**src/rtl/bac_pkg.sv**
```systemverilog
// Shared definitions for the Bulls-and-Cows digit-entry front end:
// digit/key constants, controller state encoding and the key decoder.
package bac_pkg;

  localparam logic [3:0] EMPTY_DIGIT = 4'hF;
  localparam int         NUM_KEYS    = 10;

  typedef enum logic [1:0] {
    ENTRY  = 2'd0,
    SUBMIT = 2'd1,
    HOLD   = 2'd2,
    LOCKED = 2'd3
  } state_e;

  // Decoded key vector: valid only when exactly one key is set.
  typedef struct packed {
    logic       valid;
    logic [3:0] digit;
  } key_dec_t;

  // One-hot key vector to BCD digit, with a flag telling whether the
  // vector really was one-hot (zero or several keys give valid=0).
  function automatic key_dec_t onehot_to_bcd(input logic [NUM_KEYS-1:0] vec);
    key_dec_t    res;
    int unsigned ones;
    res.valid = 1'b0;
    res.digit = EMPTY_DIGIT;
    ones      = 0;
    for (int i = 0; i < NUM_KEYS; i++) begin
      if (vec[i]) begin
        ones      = ones + 1;
        res.digit = 4'(i);
      end else begin
        ones      = ones;
      end
    end
    res.valid = (ones == 1);
    return res;
  endfunction

endpackage

```
**src/rtl/key_debounce.sv**
```systemverilog
// Single-key conditioning: 2-flop synchroniser followed by a debouncer that
// only moves its output level after DEBOUNCE_CYC consecutive equal samples.
module key_debounce #(
  parameter int DEBOUNCE_CYC = 500000
) (
  input  logic clk,
  input  logic rst,
  input  logic raw_i,
  output logic level_o
);

  localparam int             CW       = (DEBOUNCE_CYC > 1) ? $clog2(DEBOUNCE_CYC) : 1;
  localparam logic [CW-1:0]  CNT_LAST = CW'(DEBOUNCE_CYC - 1);

  logic          sync1_q;
  logic          sync2_q;
  logic          stable_q;
  logic          stable_d;
  logic [CW-1:0] cnt_q;
  logic [CW-1:0] cnt_d;

  // Synchroniser chain for the asynchronous raw key level.
  always_ff @(posedge clk or negedge rst) begin
    if (!rst) begin
      sync1_q <= 1'b0;
      sync2_q <= 1'b0;
    end else begin
      sync1_q <= raw_i;
      sync2_q <= sync1_q;
    end
  end

  // Count consecutive samples that disagree with the accepted level; any
  // agreeing sample restarts the count, so only a steady change flips it.
  always_comb begin
    stable_d = stable_q;
    cnt_d    = cnt_q;
    if (sync2_q == stable_q) begin
      cnt_d = '0;
    end else if (cnt_q == CNT_LAST) begin
      stable_d = sync2_q;
      cnt_d    = '0;
    end else begin
      cnt_d = cnt_q + 1'b1;
    end
  end

  // Debounce state register.
  always_ff @(posedge clk or negedge rst) begin
    if (!rst) begin
      stable_q <= 1'b0;
      cnt_q    <= '0;
    end else begin
      stable_q <= stable_d;
      cnt_q    <= cnt_d;
    end
  end

  assign level_o = stable_q;

endmodule

```
**src/rtl/guess_entry_ctrl.sv**
```systemverilog
// Digit-entry controller: debounces the ten digit keys, collects four
// distinct digits into a BCD guess word, strobes the submission, counts
// attempts and locks the game on a win or when attempts run out.
module guess_entry_ctrl
  import bac_pkg::*;
#(
  parameter int DEBOUNCE_CYC = 500000,
  parameter int MAX_ATTEMPTS = 10
) (
  input  logic                clk,
  input  logic                rst,
  input  logic [NUM_KEYS-1:0] key,
  input  logic                clr,
  input  logic                result_win,
  output logic [15:0]         guess,
  output logic                guess_valid,
  output logic                dup_err,
  output logic [2:0]          entry_count,
  output logic [3:0]          attempt,
  output logic                win,
  output logic                lose
);

  localparam logic [3:0]  MAX_ATT     = 4'(MAX_ATTEMPTS);
  localparam logic [15:0] EMPTY_GUESS = {4{EMPTY_DIGIT}};

  logic [NUM_KEYS-1:0] db_s;
  key_dec_t            dec_s;
  logic                press_s;
  logic                dup_s;

  state_e      state_q,       state_d;
  logic [15:0] guess_q,       guess_d;
  logic [2:0]  count_q,       count_d;
  logic [3:0]  attempt_q,     attempt_d;
  logic        win_q,         win_d;
  logic        lose_q,        lose_d;
  logic        guess_valid_q, guess_valid_d;
  logic        dup_err_q,     dup_err_d;
  logic        armed_q;

  for (genvar k = 0; k < NUM_KEYS; k++) begin : g_key
    key_debounce #(.DEBOUNCE_CYC(DEBOUNCE_CYC)) u_db (
      .clk     (clk),
      .rst     (rst),
      .raw_i   (key[k]),
      .level_o (db_s[k])
    );
  end

  // Write digit d into slot idx of the guess word (slot 0 is the top nibble).
  function automatic logic [15:0] load_slot(input logic [15:0] g,
                                            input logic [2:0]  idx,
                                            input logic [3:0]  d);
    logic [15:0] r;
    r = g;
    case (idx)
      3'd0:    r[15:12] = d;
      3'd1:    r[11:8]  = d;
      3'd2:    r[7:4]   = d;
      3'd3:    r[3:0]   = d;
      default: r        = g;
    endcase
    return r;
  endfunction

  // Press detection: a one-hot debounced vector seen while the previous
  // cycle was all-zero; further events wait until every key is released.
  always_comb begin
    dec_s   = onehot_to_bcd(db_s);
    press_s = armed_q & dec_s.valid;
  end

  // Duplicate check of the pressed digit against the filled slots only.
  always_comb begin
    dup_s = 1'b0;
    for (int i = 0; i < 4; i++) begin
      if ((3'(i) < count_q) && (guess_q[15-4*i -: 4] == dec_s.digit)) begin
        dup_s = 1'b1;
      end else begin
        dup_s = dup_s;
      end
    end
  end

  // Next-state and output logic of the entry FSM; clr beats a key event.
  always_comb begin
    state_d       = state_q;
    guess_d       = guess_q;
    count_d       = count_q;
    attempt_d     = attempt_q;
    win_d         = win_q;
    lose_d        = lose_q;
    guess_valid_d = 1'b0;
    dup_err_d     = 1'b0;
    case (state_q)
      ENTRY: begin
        if (clr) begin
          guess_d = EMPTY_GUESS;
          count_d = 3'd0;
        end else if (press_s) begin
          if (dup_s) begin
            dup_err_d = 1'b1;
          end else begin
            guess_d = load_slot(guess_q, count_q, dec_s.digit);
            count_d = count_q + 3'd1;
            if (count_q == 3'd3) begin
              state_d       = SUBMIT;
              guess_valid_d = 1'b1;
              attempt_d     = (attempt_q < MAX_ATT) ? attempt_q + 4'd1 : attempt_q;
            end else begin
              state_d = ENTRY;
            end
          end
        end else begin
          state_d = ENTRY;
        end
      end
      SUBMIT: begin
        state_d = HOLD;
      end
      HOLD: begin
        if (clr) begin
          guess_d = EMPTY_GUESS;
          count_d = 3'd0;
          state_d = ENTRY;
        end else if (result_win) begin
          win_d   = 1'b1;
          state_d = LOCKED;
        end else if (attempt_q == MAX_ATT) begin
          lose_d  = 1'b1;
          state_d = LOCKED;
        end else if (press_s) begin
          guess_d = {dec_s.digit, EMPTY_DIGIT, EMPTY_DIGIT, EMPTY_DIGIT};
          count_d = 3'd1;
          state_d = ENTRY;
        end else begin
          state_d = HOLD;
        end
      end
      LOCKED: begin
        if (clr) begin
          guess_d   = EMPTY_GUESS;
          count_d   = 3'd0;
          attempt_d = 4'd0;
          win_d     = 1'b0;
          lose_d    = 1'b0;
          state_d   = ENTRY;
        end else begin
          state_d = LOCKED;
        end
      end
      default: begin
        state_d = ENTRY;
      end
    endcase
  end

  // State and output registers.
  always_ff @(posedge clk or negedge rst) begin
    if (!rst) begin
      state_q       <= ENTRY;
      guess_q       <= EMPTY_GUESS;
      count_q       <= 3'd0;
      attempt_q     <= 4'd0;
      win_q         <= 1'b0;
      lose_q        <= 1'b0;
      guess_valid_q <= 1'b0;
      dup_err_q     <= 1'b0;
      armed_q       <= 1'b1;
    end else begin
      state_q       <= state_d;
      guess_q       <= guess_d;
      count_q       <= count_d;
      attempt_q     <= attempt_d;
      win_q         <= win_d;
      lose_q        <= lose_d;
      guess_valid_q <= guess_valid_d;
      dup_err_q     <= dup_err_d;
      armed_q       <= (db_s == '0);
    end
  end

  assign guess       = guess_q;
  assign guess_valid = guess_valid_q;
  assign dup_err     = dup_err_q;
  assign entry_count = count_q;
  assign attempt     = attempt_q;
  assign win         = win_q;
  assign lose        = lose_q;

endmodule

```
**config.mk**
```make
export PLATFORM = sky130hd
export DESIGN_NAME = guess_entry_ctrl
export DESIGN_NICKNAME = d
export VERILOG_FILES = /design/src/rtl/bac_pkg.sv /design/src/rtl/key_debounce.sv /design/src/rtl/guess_entry_ctrl.sv
export SDC_FILE = /design/constraint.sdc
export NUM_CORES = 1
export LEC_CHECK = 0
export CAP_MARGIN = 40
export CELL_PAD_IN_SITES_DETAIL_PLACEMENT = 1
export CELL_PAD_IN_SITES_GLOBAL_PLACEMENT = 1
export CORE_UTILIZATION = 40
export CTS_CLUSTER_SIZE = 12
export DETAILED_ROUTE_END_ITERATION = 16
export DONT_BUFFER_PORTS = 1
export PLACE_DENSITY_LB_ADDON = 0.1
export SLEW_MARGIN = 20
export SYNTH_ARGS = -nofsm -noshare
export SYNTH_HDL_FRONTEND = slang
export SYNTH_HIERARCHICAL = 1
export SYNTH_SLANG_ARGS = --single-unit
```
**constraint.sdc**
```tcl
create_clock -name clk -period 7.49 [get_ports clk]
set_input_delay 1.1235 -clock clk [delete_from_list [all_inputs] [get_ports clk]]
set_output_delay 1.1235 -clock clk [all_outputs]
set_load 0.01 [all_outputs]
```
# Word level (Yosys, flattened, before mapping)

Cells that the tools add are included.

Input port bits: 14
Word-level logic and storage cells: 270
Bits in read-only memories: 0
Latch bits: 0
Bits in registers: 250
Memories: 0
Memory bits (writable): 0
Output and inout port bits: 27

Shift-type cells: 0
Equal/unequal tests: 52
Reductions and logical operators: 29
Order comparisons: 5
Add/subtract/negate cells: 21
Bitwise gates (word level): 11
Multiplexer cells: 100
$mul: 0
Divide/modulo/power cells: 0

Operators by type and width:

| cell                                                  | count |
|---|---|
| two-way mux 19 bit                                    | 20 |
| adder 32 x 1 -> 32 bit, second input constant         | 9 |
| two-way mux 32 bit                                    | 9 |
| adder 19 x 1 -> 19 bit, second input constant         | 10 |
| == test 19 bit, second input constant                 | 10 |
| two-way mux 16 bit                                    | 8 |
| two-way mux 4 bit                                     | 20 |
| case mux 16 bit (3 select lines)                      | 1 |
| == test 32 x 1 -> 1 bit, second input constant        | 1 |
| AND reduction 8 bit                                   | 4 |
| two-way mux 3 bit                                     | 8 |
| AND reduction 2 bit                                   | 11 |
| two-way mux 1 bit                                     | 21 |
| inequality test 3 bit, second input constant          | 7 |
| inequality test 2 bit, second input constant          | 10 |
| == test 4 bit                                         | 4 |
| two-way mux 2 bit                                     | 8 |
| AND reduction 7 bit                                   | 2 |
| == test 1 bit                                         | 10 |
| logical NOT 10 bit                                    | 1 |
| NOT 1 bit                                             | 10 |
| inequality test 3 x 2 -> 1 bit, second input constant | 3 |
| case mux 3 bit (3 select lines)                       | 1 |
| case mux 2 bit (4 select lines)                       | 1 |
| other kinds (20)                                      | 29 |

# Logic depth before layout (Yosys ltp)

Gate-level depths: netlist of run 1.

Depth in word-level cells: 26
Depth in mapped cells: 31

# By module

The synthesis of run 1 kept the hierarchy.

Modules (own cells, without submodules):

| module           | times used | cells each | sequential area each (sq um) | area an instance (sq um) |
|---|---|---|---|---|
| key_debounce     | 10         | 105        | 550.5                        | 1079.8 |
| guess_entry_ctrl | 1          | 331        | 772.0                        | 2846.5 |

# Least setup slack after synthesis of run 1

No wires, ideal clock.

Path kind: register to register
Start: register g_key[0].u_db.stable_q
End: register count_q[2], in the netlist entry_count[2]
Setup time: 0.118 ns
Buffers on the path: 1
Path slack: 1.813 ns
Data arrival time: 5.559 ns
Required time: 7.372 ns
Cell stages (with the launch flop): 32
Cell sequence: dfrtp_1 inv_1 ha_1 xor2_1 ha_1 mux2i_1 inv_1 ha_1 nand2_1 o21ai_0 ha_1 o22ai_1 inv_1 ha_1 nand2_1 o21a_1 inv_1 ha_1 nand2_1 o21ai_0 ha_1 mux2_2 ha_1 nand2b_1 o41ai_1 a211oi_1 nor2b_1 o211a_2 nand2_2 buf_6 a221o_1 a21o_1

Longest elaborated chain between the ends: 23
Elaborated cells between the ends (all ways): 47
Classes of those cells: 9 x add/sub; 8 x eq/ne; 24 x mux; 1 x bitwise; 5 x reduce/logical

RTL lines:

| item                                     | RTL line                | source |
|---|---|---|
| start: declaration                       | key_debounce.sv:17      | `logic stable_q;` |
| start signal: assignment                 | key_debounce.sv:54      | `stable_q <= stable_d;` |
| two-way mux 1 bit                        | bac_pkg.sv:30           | `if (vec[i]) begin` |
| adder 32 x 1 -> 32 bit                   | bac_pkg.sv:31           | `ones = ones + 1;` |
| two-way mux 32 bit                       | bac_pkg.sv:30           |  |
| adder 32 x 1 -> 32 bit                   | bac_pkg.sv:31           |  |
| two-way mux 32 bit                       | bac_pkg.sv:30           |  |
| adder 32 x 1 -> 32 bit                   | bac_pkg.sv:31           |  |
| two-way mux 32 bit                       | bac_pkg.sv:30           |  |
| adder 32 x 1 -> 32 bit                   | bac_pkg.sv:31           |  |
| [... 7 more ...]                         | -                       |  |
| adder 32 x 1 -> 32 bit                   | bac_pkg.sv:31           |  |
| two-way mux 32 bit                       | bac_pkg.sv:30           |  |
| adder 32 x 1 -> 32 bit                   | bac_pkg.sv:31           |  |
| two-way mux 32 bit                       | bac_pkg.sv:30           |  |
| == test 32 x 1 -> 1 bit                  | bac_pkg.sv:37           | `res.valid = (ones == 1);` |
| bitwise AND 1 bit                        | guess_entry_ctrl.sv:71  | `press_s = armed_q & dec_s.valid;` |
| inequality test 3 bit (no source line)   | -                       |  |
| AND reduction 7 bit (no source line) (*) | -                       |  |
| end signal: assignment                   | guess_entry_ctrl.sv:174 | `count_q <= count_d;` |
| end: declaration                         | guess_entry_ctrl.sv:34  | `logic [2:0] count_q, count_d;` |

Mark *: on every way between the ends. The rest lies on a longest branch, timed or not.
A chain may end at the register's enable or synchronous reset.

# Worst setup path after layout of run 1

Start: register g_key[0].u_db.stable_q
End: register guess_q[10], in the netlist guess[10]

Longest elaborated chain between the ends: 23
Elaborated cells between the ends (all ways): 52
Classes of those cells: 9 x add/sub; 8 x eq/ne; 29 x mux; 1 x bitwise; 5 x reduce/logical

RTL lines:

| item                                   | RTL line                | source |
|---|---|---|
| two-way mux 1 bit                      | bac_pkg.sv:30           |  |
| adder 32 x 1 -> 32 bit                 | bac_pkg.sv:31           |  |
| two-way mux 32 bit                     | bac_pkg.sv:30           |  |
| adder 32 x 1 -> 32 bit                 | bac_pkg.sv:31           |  |
| two-way mux 32 bit                     | bac_pkg.sv:30           |  |
| adder 32 x 1 -> 32 bit                 | bac_pkg.sv:31           |  |
| two-way mux 32 bit                     | bac_pkg.sv:30           |  |
| adder 32 x 1 -> 32 bit                 | bac_pkg.sv:31           |  |
| [... 7 more ...]                       | -                       |  |
| adder 32 x 1 -> 32 bit                 | bac_pkg.sv:31           |  |
| two-way mux 32 bit                     | bac_pkg.sv:30           |  |
| adder 32 x 1 -> 32 bit                 | bac_pkg.sv:31           |  |
| two-way mux 32 bit                     | bac_pkg.sv:30           |  |
| == test 32 x 1 -> 1 bit                | bac_pkg.sv:37           |  |
| bitwise AND 1 bit                      | guess_entry_ctrl.sv:71  |  |
| inequality test 3 bit (no source line) | -                       |  |
| AND reduction 8 bit (no source line)   | -                       |  |
| end signal: assignment                 | guess_entry_ctrl.sv:173 | `guess_q <= guess_d;` |
| end: declaration                       | guess_entry_ctrl.sv:33  | `logic [15:0] guess_q, guess_d;` |

Parallel ways exist; a longest one is shown, timed or not. The select of a mux whose other input is x is not followed.

==> results by group, run 1 <==
Pwr
  – Leak: 0.00596 uW
  – Power per cell area: 210 nW/um2
  – Total power: 3190 uW
  – VDD IR max: 0.172 mV

Drt
  – Drt drc: 0
  – DR vias: 10.0k
  – Routed Antenna Nets: 0
  – Drt first-iter violations: 398
  – Routed len/inst: 16.9 um
  – DR vias/cell: 5.39
  – TritonRoute pass-1 iters: 4
  – Routed WL: 31.4 mm

Place
  – Cell Count Post-Placement: 1804
  – Hpwl dp: 21.3 mm
  – GP Congestion: 0.776
  – Placed inst area: 14100 um2
  – IO Port Bufs: 0

Synth
  – Complex-gate fraction of the synthesized area: 0.0957
  – Post-synthesis sequential area ratio: 0.460
  – Post-synthesis simple-gate area fraction: 0.250
  – XOR/XNOR Fraction of Synth Area: 0.113
  – Synth unique cells: 82
  – Yosys warnings: 6
  – Most common flop cell mapped by yosys: dfrtp_1
  – Syn nets: 1420
  – Synth top area cells: dfrtp_1 43%, xnor2_1 8.9%, nor2_1 6.1%
  – Cells after synthesis: 1381
  – Area leader, netlist: dfrtp_1
  – Post-Synth Adder-Cell Area: 0.0237
  – Mux cell area share after synthesis: 0.0232
  – Mean area per synthesized cell: 9.88 um2
  – Synthesized flop and latch total: 250
  – Post-synth ARST share: 1.00
  – Share of the synthesized area in the top cell type: 0.427
  – Number of enable flip-flop cells after synthesis: 0
  – Largest family of logic cells by synthesized area: simple AND/OR/NAND/NOR gates
  – Mapped Area: 13600 um2

Clock network
  – Post-CTS resize count: 0
  – Clk buf depth: 3
  – CTS H-tree lvls: 1
  – Inserted Clock Buffers: 31
  – Clk slew on worst S/H paths: 0.06 ns
  – # clock sinks: 250
  – Hold buffers post-CTS: 0
  – CTS root buf: clkbuf_16
  – # Post-CTS Setup Buffers: 0
  – CTS tree: built
  – Worst skew pair latency: 0.56 ns

Critical path
  – Crit. End Element: flip-flop
  – Crit path kind: flip-flop to flip-flop
  – Data required, critical path: 7.98 ns
  – Delay of the slowest critical-path stage: 0.52 ns
  – Worst path most repeated cell: ha_1
  – Critical Path Fanout Max: 12
  – Arrival time at the worst endpoint: 7.09 ns
  – CP max-delay cell: a2111oi_2
  – CP Launch Type: flip-flop

STA
  – Fin Setup TNS: 0 ns
  – Final period util: 0.882
  – Slew HR: 0.485
  – Final Skew: 0.0183 ns
  – F_max: 151 MHz
  – Final setup violation count: 0
  – Tmin final: 6.60 ns
  – Unrepaired setup endpoints after global routing: false
  – Fin. Hold Viols: 0
  – Worst hold slack: 0.254 ns
  – Count of final max-slew check failures: 0
  – Slew @ Worst Pin: 0.768 ns

Floorplan
  – Row count: 67
  – Die H: 187 um
  – Die area: 34900 um2
  – Die width: 187 um
  – Initial Utilization: 0.407
  – Core ar.: 33500 um2
  – Top Ports: 41

Status
  – Status: complete, no violations

Run
  – # Max-Cap Violations: 0

Worst hold path
  – Worst min path class: input pin to asynchronous set/reset pin

Cells and area
  – Non-filler cells, final: 1863
  – Commonest cells after routing, fill and taps aside: 233 x dfrtp_1, 221 x nor2_1, 138 x xnor2_1
  – Most common cell after layout, fill and taps aside: dfrtp_1
  – Final nets: 1428
  – Area Overhead vs Synth: 11.3%
  – Design area: 15200 um2
  – Layout cells sized above 1: 0.107

GRT
  – GRT overflow: 0
  – First-pass GRT wire length: 54.8 mm
  – Initial antenna violation count: 2
  – GRT Util Overall: 0.186
  – Vias in the first global route: 10.6k
  – Pin count of the biggest net entering global routing: 251
## where the power goes
part	internal (uW)	leakage [uW]	switching, uW
Clock	938	0.000504	593
Sequential	1380	0.00334	64.6
Combinational	86.2	0.00211	128
Total	2410	0.00596	786
## final timing paths
| kind | slack, ns | startpoint | end | cells past startpoint |
|---|---|---|---|---|
| worst max-delay path | 0.89 | g_key[0].u_db/level_o | guess[10] | 30 |
| worst min-delay path | 0.25 | rst | g_key[3].u_db/cnt_q[0] | 0 |
| worst max register to register | 0.89 | g_key[0].u_db/level_o | guess[10] | 30 |
| worst min register to register | 0.35 | g_key[7].u_db/sync1_q | g_key[7].u_db/sync2_q | 0 |
| max in group asynchronous | 6.60 | rst | entry_count[0] | 0 |
| min in group clk | 0.35 | g_key[7].u_db/sync1_q | g_key[7].u_db/sync2_q | 0 |
## cells in the mapped netlist, types with 12 or more instances
master and count:
a21oi_1 49, buf_2 13, clkbuf_1 12, dfrtp_1 233, dfstp_2 17, ha_1 25, inv_1 68, mux2i_1 17
nand2_1 84, nand3_1 75, nand4_1 43, nor2_1 221, nor3_1 48, nor4_1 53, o21ai_0 36, or3_1 27
xnor2_1 138, xor2_1 24
## worst max-delay path, delay by kind of cell, from the launching register on
kind            cells  cell delay [ns]
simple gates        6             0.79
compound gates      9             1.87
buf+inv             4             0.29
xor+xnor            1             0.20
flops               1             0.44
fa+ha+maj           8             2.47
mux                 2             0.46
## layer usage
metal	up-vias	share of wire	GRT usage	wire length, um
li1	4890	-	-	-
met1	5005	0.49	0.259	15300
met3	53	0.031	0.0286	967
met4	2	0.022	0.0555	681
met5	-	0.00041	0	13
met2	86	0.46	0.298	14500
## registers in the layout, indices dropped and copies added (netlist names)
name / cells
armed_q: 1
attempt: 4
dup_err: 1
entry_count: 3
g_key.u_db/cnt_q: 190
g_key.u_db/level_o: 10
g_key.u_db/sync1_q: 10
g_key.u_db/sync2_q: 10
guess: 16
guess_valid: 1
lose: 1
state_q: 2
win: 1
## cells by family (layout without fill, tap and decap cells)
| family | count (synthesis) | count (layout) |
|---|---|---|
| fa+ha+maj | 26 | 26 |
| other cells | 0 | 1 |
| compound gates | 163 | 163 |
| mux | 29 | 29 |
| buf+inv | 107 | 140 |
| xor+xnor | 168 | 168 |
| flops | 250 | 250 |
| simple gates | 638 | 638 |
## metrics by stage
stage                util  setup WS (ns)
floorplan               -           1.81
finish              0.453          0.888
global route        0.453          0.419
detailed placement  0.421          0.915
global placement    0.418           1.25
CTS                 0.453          0.881
## cell type report
cell class | instances | area (um2)
Inverter | 70 | 263
Antenna cell | 1 | 2.50
Sequential cell | 250 | 6280
Timing Repair Buffer | 12 | 125
Fill cell | 3826 | 18400
Clock inverter | 16 | 196
Tap cell | 448 | 561
Clock buffer | 42 | 857
Multi-Input combinational cell | 1024 | 6900
(Power assumes the default switching activity.)
==> inputs of run 2 (changes only) <==
--- a/config.mk
+++ b/config.mk
@@ -13,6 +13,7 @@
 export DETAILED_ROUTE_END_ITERATION = 16
 export DONT_BUFFER_PORTS = 1
 export PLACE_DENSITY_LB_ADDON = 0.1
+export REMOVE_ABC_BUFFERS = 1
 export SLEW_MARGIN = 20
 export SYNTH_ARGS = -nofsm -noshare
 export SYNTH_HDL_FRONTEND = slang
==> results by group, run 2 (synthesized netlist as in run 1, its figures left out) <==
Place
  – GP Congestion: 0.775 (about the same)
  – Placed inst area: 14100 um2 (unchanged)
  – IO Port Bufs: 0 (unchanged)
  – Hpwl dp: 21.5 mm (+1.1%)
  – Cell Count Post-Placement: 1804 (unchanged)
  – Pre-CTS WS: 1.12 ns (+0.208 ns)

Pwr
  – Power Internal: 2360 uW (-1.9%)
  – Leak: 0.00595 uW (-0.24%)
  – Clock Power Share: 0.467 (-0.012)
  – Switching share of power: 0.245 (-0.00122)
  – Power per cell area: 207 nW/um2 (-1.6%)
  – Part of the power in combinational logic: 0.069 (+0.002)
  – Reg power frac: 0.463 (+0.009)
  – Switching pwr: 766 uW (-2.5%)
  – VDD IR max: 0.194 mV (+13%)

Floorplan
  – Die H: 187 um (unchanged)
  – Die width: 187 um (unchanged)
  – Top Ports: 41 (unchanged)
  – Die area: 34900 um2 (unchanged)
  – Initial Utilization: 0.407 (unchanged)
  – Row count: 67 (unchanged)
  – Core ar.: 33500 um2 (unchanged)

Drt
  – DR vias: 10.0k (-0.10%)
  – Routed len/inst: 16.8 um (-0.56%)
  – Drt first-iter violations: 355 (-11%)
  – Routed WL: 31.1 mm (-0.88%)
  – DR vias/cell: 5.40 (+0.22%)
  – Drt drc: 0 (unchanged)
  – TritonRoute pass-1 iters: 4 (unchanged)
  – Routed Antenna Nets: 0 (unchanged)

Run
  – # Max-Cap Violations: 0 (unchanged)

Clock network
  – CTS tree: built
  – Hold buffers post-CTS: 0 (unchanged)
  – # clock sinks: 250 (unchanged)
  – Clk slew on worst S/H paths: 0.06 ns (about the same)
  – Worst skew pair latency: 0.56 ns (about the same)
  – # Post-CTS Setup Buffers: 0 (unchanged)
  – CTS root buf: clkbuf_16
  – Inserted Clock Buffers: 30 (-3.2%)
  – Clk buf depth: 3 (unchanged)
  – CTS H-tree lvls: 1 (unchanged)
  – Post-CTS resize count: 0 (unchanged)

GRT
  – First-pass GRT wire length: 54.7 mm (about the same)
  – Initial antenna violation count: 0 (-2)
  – GRT overflow: 0 (unchanged)
  – Vias in the first global route: 10.5k (-0.30%)
  – Pin count of the biggest net entering global routing: 251 (unchanged)
  – GRT Util Overall: 0.185 (-0.000680)

STA
  – Final setup violation count: 0 (unchanged)
  – Post-route setup slack: 1.12 ns (+0.230 ns)
  – Fin. Hold Viols: 0 (unchanged)
  – Final Skew: 0.00667 ns (-0.0116 ns)
  – Final period util: 0.851 (-0.0307)
  – Slew HR: 0.370 (-0.116)
  – Unrepaired setup endpoints after global routing: false
  – Tmin final: 6.37 ns (-0.230 ns)
  – Count of final max-slew check failures: 0 (unchanged)
  – F_max: 157 MHz (+3.6%)
  – Fin Setup TNS: 0 ns (unchanged)
  – Slew @ Worst Pin: 0.946 ns (+0.178 ns)

Critical path
  – WP buf/inv: 4 (unchanged)
  – CP Launch Type: flip-flop
  – CP max-delay cell: a2111oi_2
  – Worst path most repeated cell: ha_1
  – Critical Path Fanout Max: 12 (unchanged)
  – Arrival time at the worst endpoint: 6.88 ns (-0.21 ns)
  – Data required, critical path: 8.00 ns (+0.02 ns)
  – Crit path kind: flip-flop to flip-flop
  – Delay of the slowest critical-path stage: 0.51 ns (about the same)
  – Delay-heaviest family, CP: adder cells
  – Crit. End Element: flip-flop

Cells and area
  – Biggest register: g_key.u_db/cnt_q
  – # diodes: 0 (-1)
  – Non-filler cells, final: 1857 (-0.32%)
  – Max FFs per register: 190 (unchanged)
  – Fin util: 0.451 (-0.00209)
  – Final nets: 1427 (-0.070%)
  – Area Overhead vs Synth: 10.8%
  – Most common cell after layout, fill and taps aside: dfrtp_1
  – Commonest cells after routing, fill and taps aside: 233 x dfrtp_1, 221 x nor2_1, 138 x xnor2_1
  – Design area: 15100 um2 (-0.46%)
  – Layout cells sized above 1: 0.103 (-0.00388)

Status
  – Status: complete, no violations

Worst hold path
  – Worst min path class: input pin to asynchronous set/reset pin
run 2: cell count changes in the layout (fill, tap and decap cells not counted), sizes merged:
cell      delta
inv          -1
diode        -1
clkinv       +1
bufinv       -1
clkinvlp     -5
clkbuf       +1
run 2: worst paths after layout:
check | startpoint | end | slack (ns) | cells after the start
max | g_key[0].u_db/level_o | guess[10] | 1.12 | 30
min | rst | g_key[2].u_db/cnt_q[12] | 0.27 | 0
max reg2reg | g_key[0].u_db/level_o | guess[10] | 1.12 | 30
min reg2reg | g_key[6].u_db/sync1_q | g_key[6].u_db/sync2_q | 0.35 | 0
max in group asynchronous | rst | g_key[0].u_db/cnt_q[10] | 6.45 | 0
min in group clk | g_key[6].u_db/sync1_q | g_key[6].u_db/sync2_q | 0.35 | 0
run 2: final cells by class:
class	instances	area (um2)
Clock buffer	43	861
Clock inverter	10	125
Fill cell	3790	18400
Inverter	70	263
Multi-Input combinational cell	1024	6900
Sequential cell	250	6280
Tap cell	448	561
Timing Repair Buffer	12	125
run 2: power groups by stage:
stage          registers, uW  logic (uW)  clock network, uW
4_1_cts                 1450         219               1520
2_1_floorplan           1450         162                  0
3_5_place_dp            1470         218                  0
3_3_place_gp            1470         206                  0
6_report                1450         216               1460
5_1_grt                 1460         248               1570
run 2: layer usage:
metal	global-route usage	share of wire
met5	0	0
met4	0.0381	0.018
met3	0.0371	0.039
met2	0.304	0.46
met1	0.254	0.48
run 2: through the flow:
step / total power [uW] / hold slack [ns]
2_1_floorplan: 1610 / 0.331
3_3_place_gp: 1680 / 0.338
3_5_place_dp: 1690 / 0.339
4_1_cts: 3190 / 0.230
5_1_grt: 3270 / 0.238
6_report: 3130 / 0.267
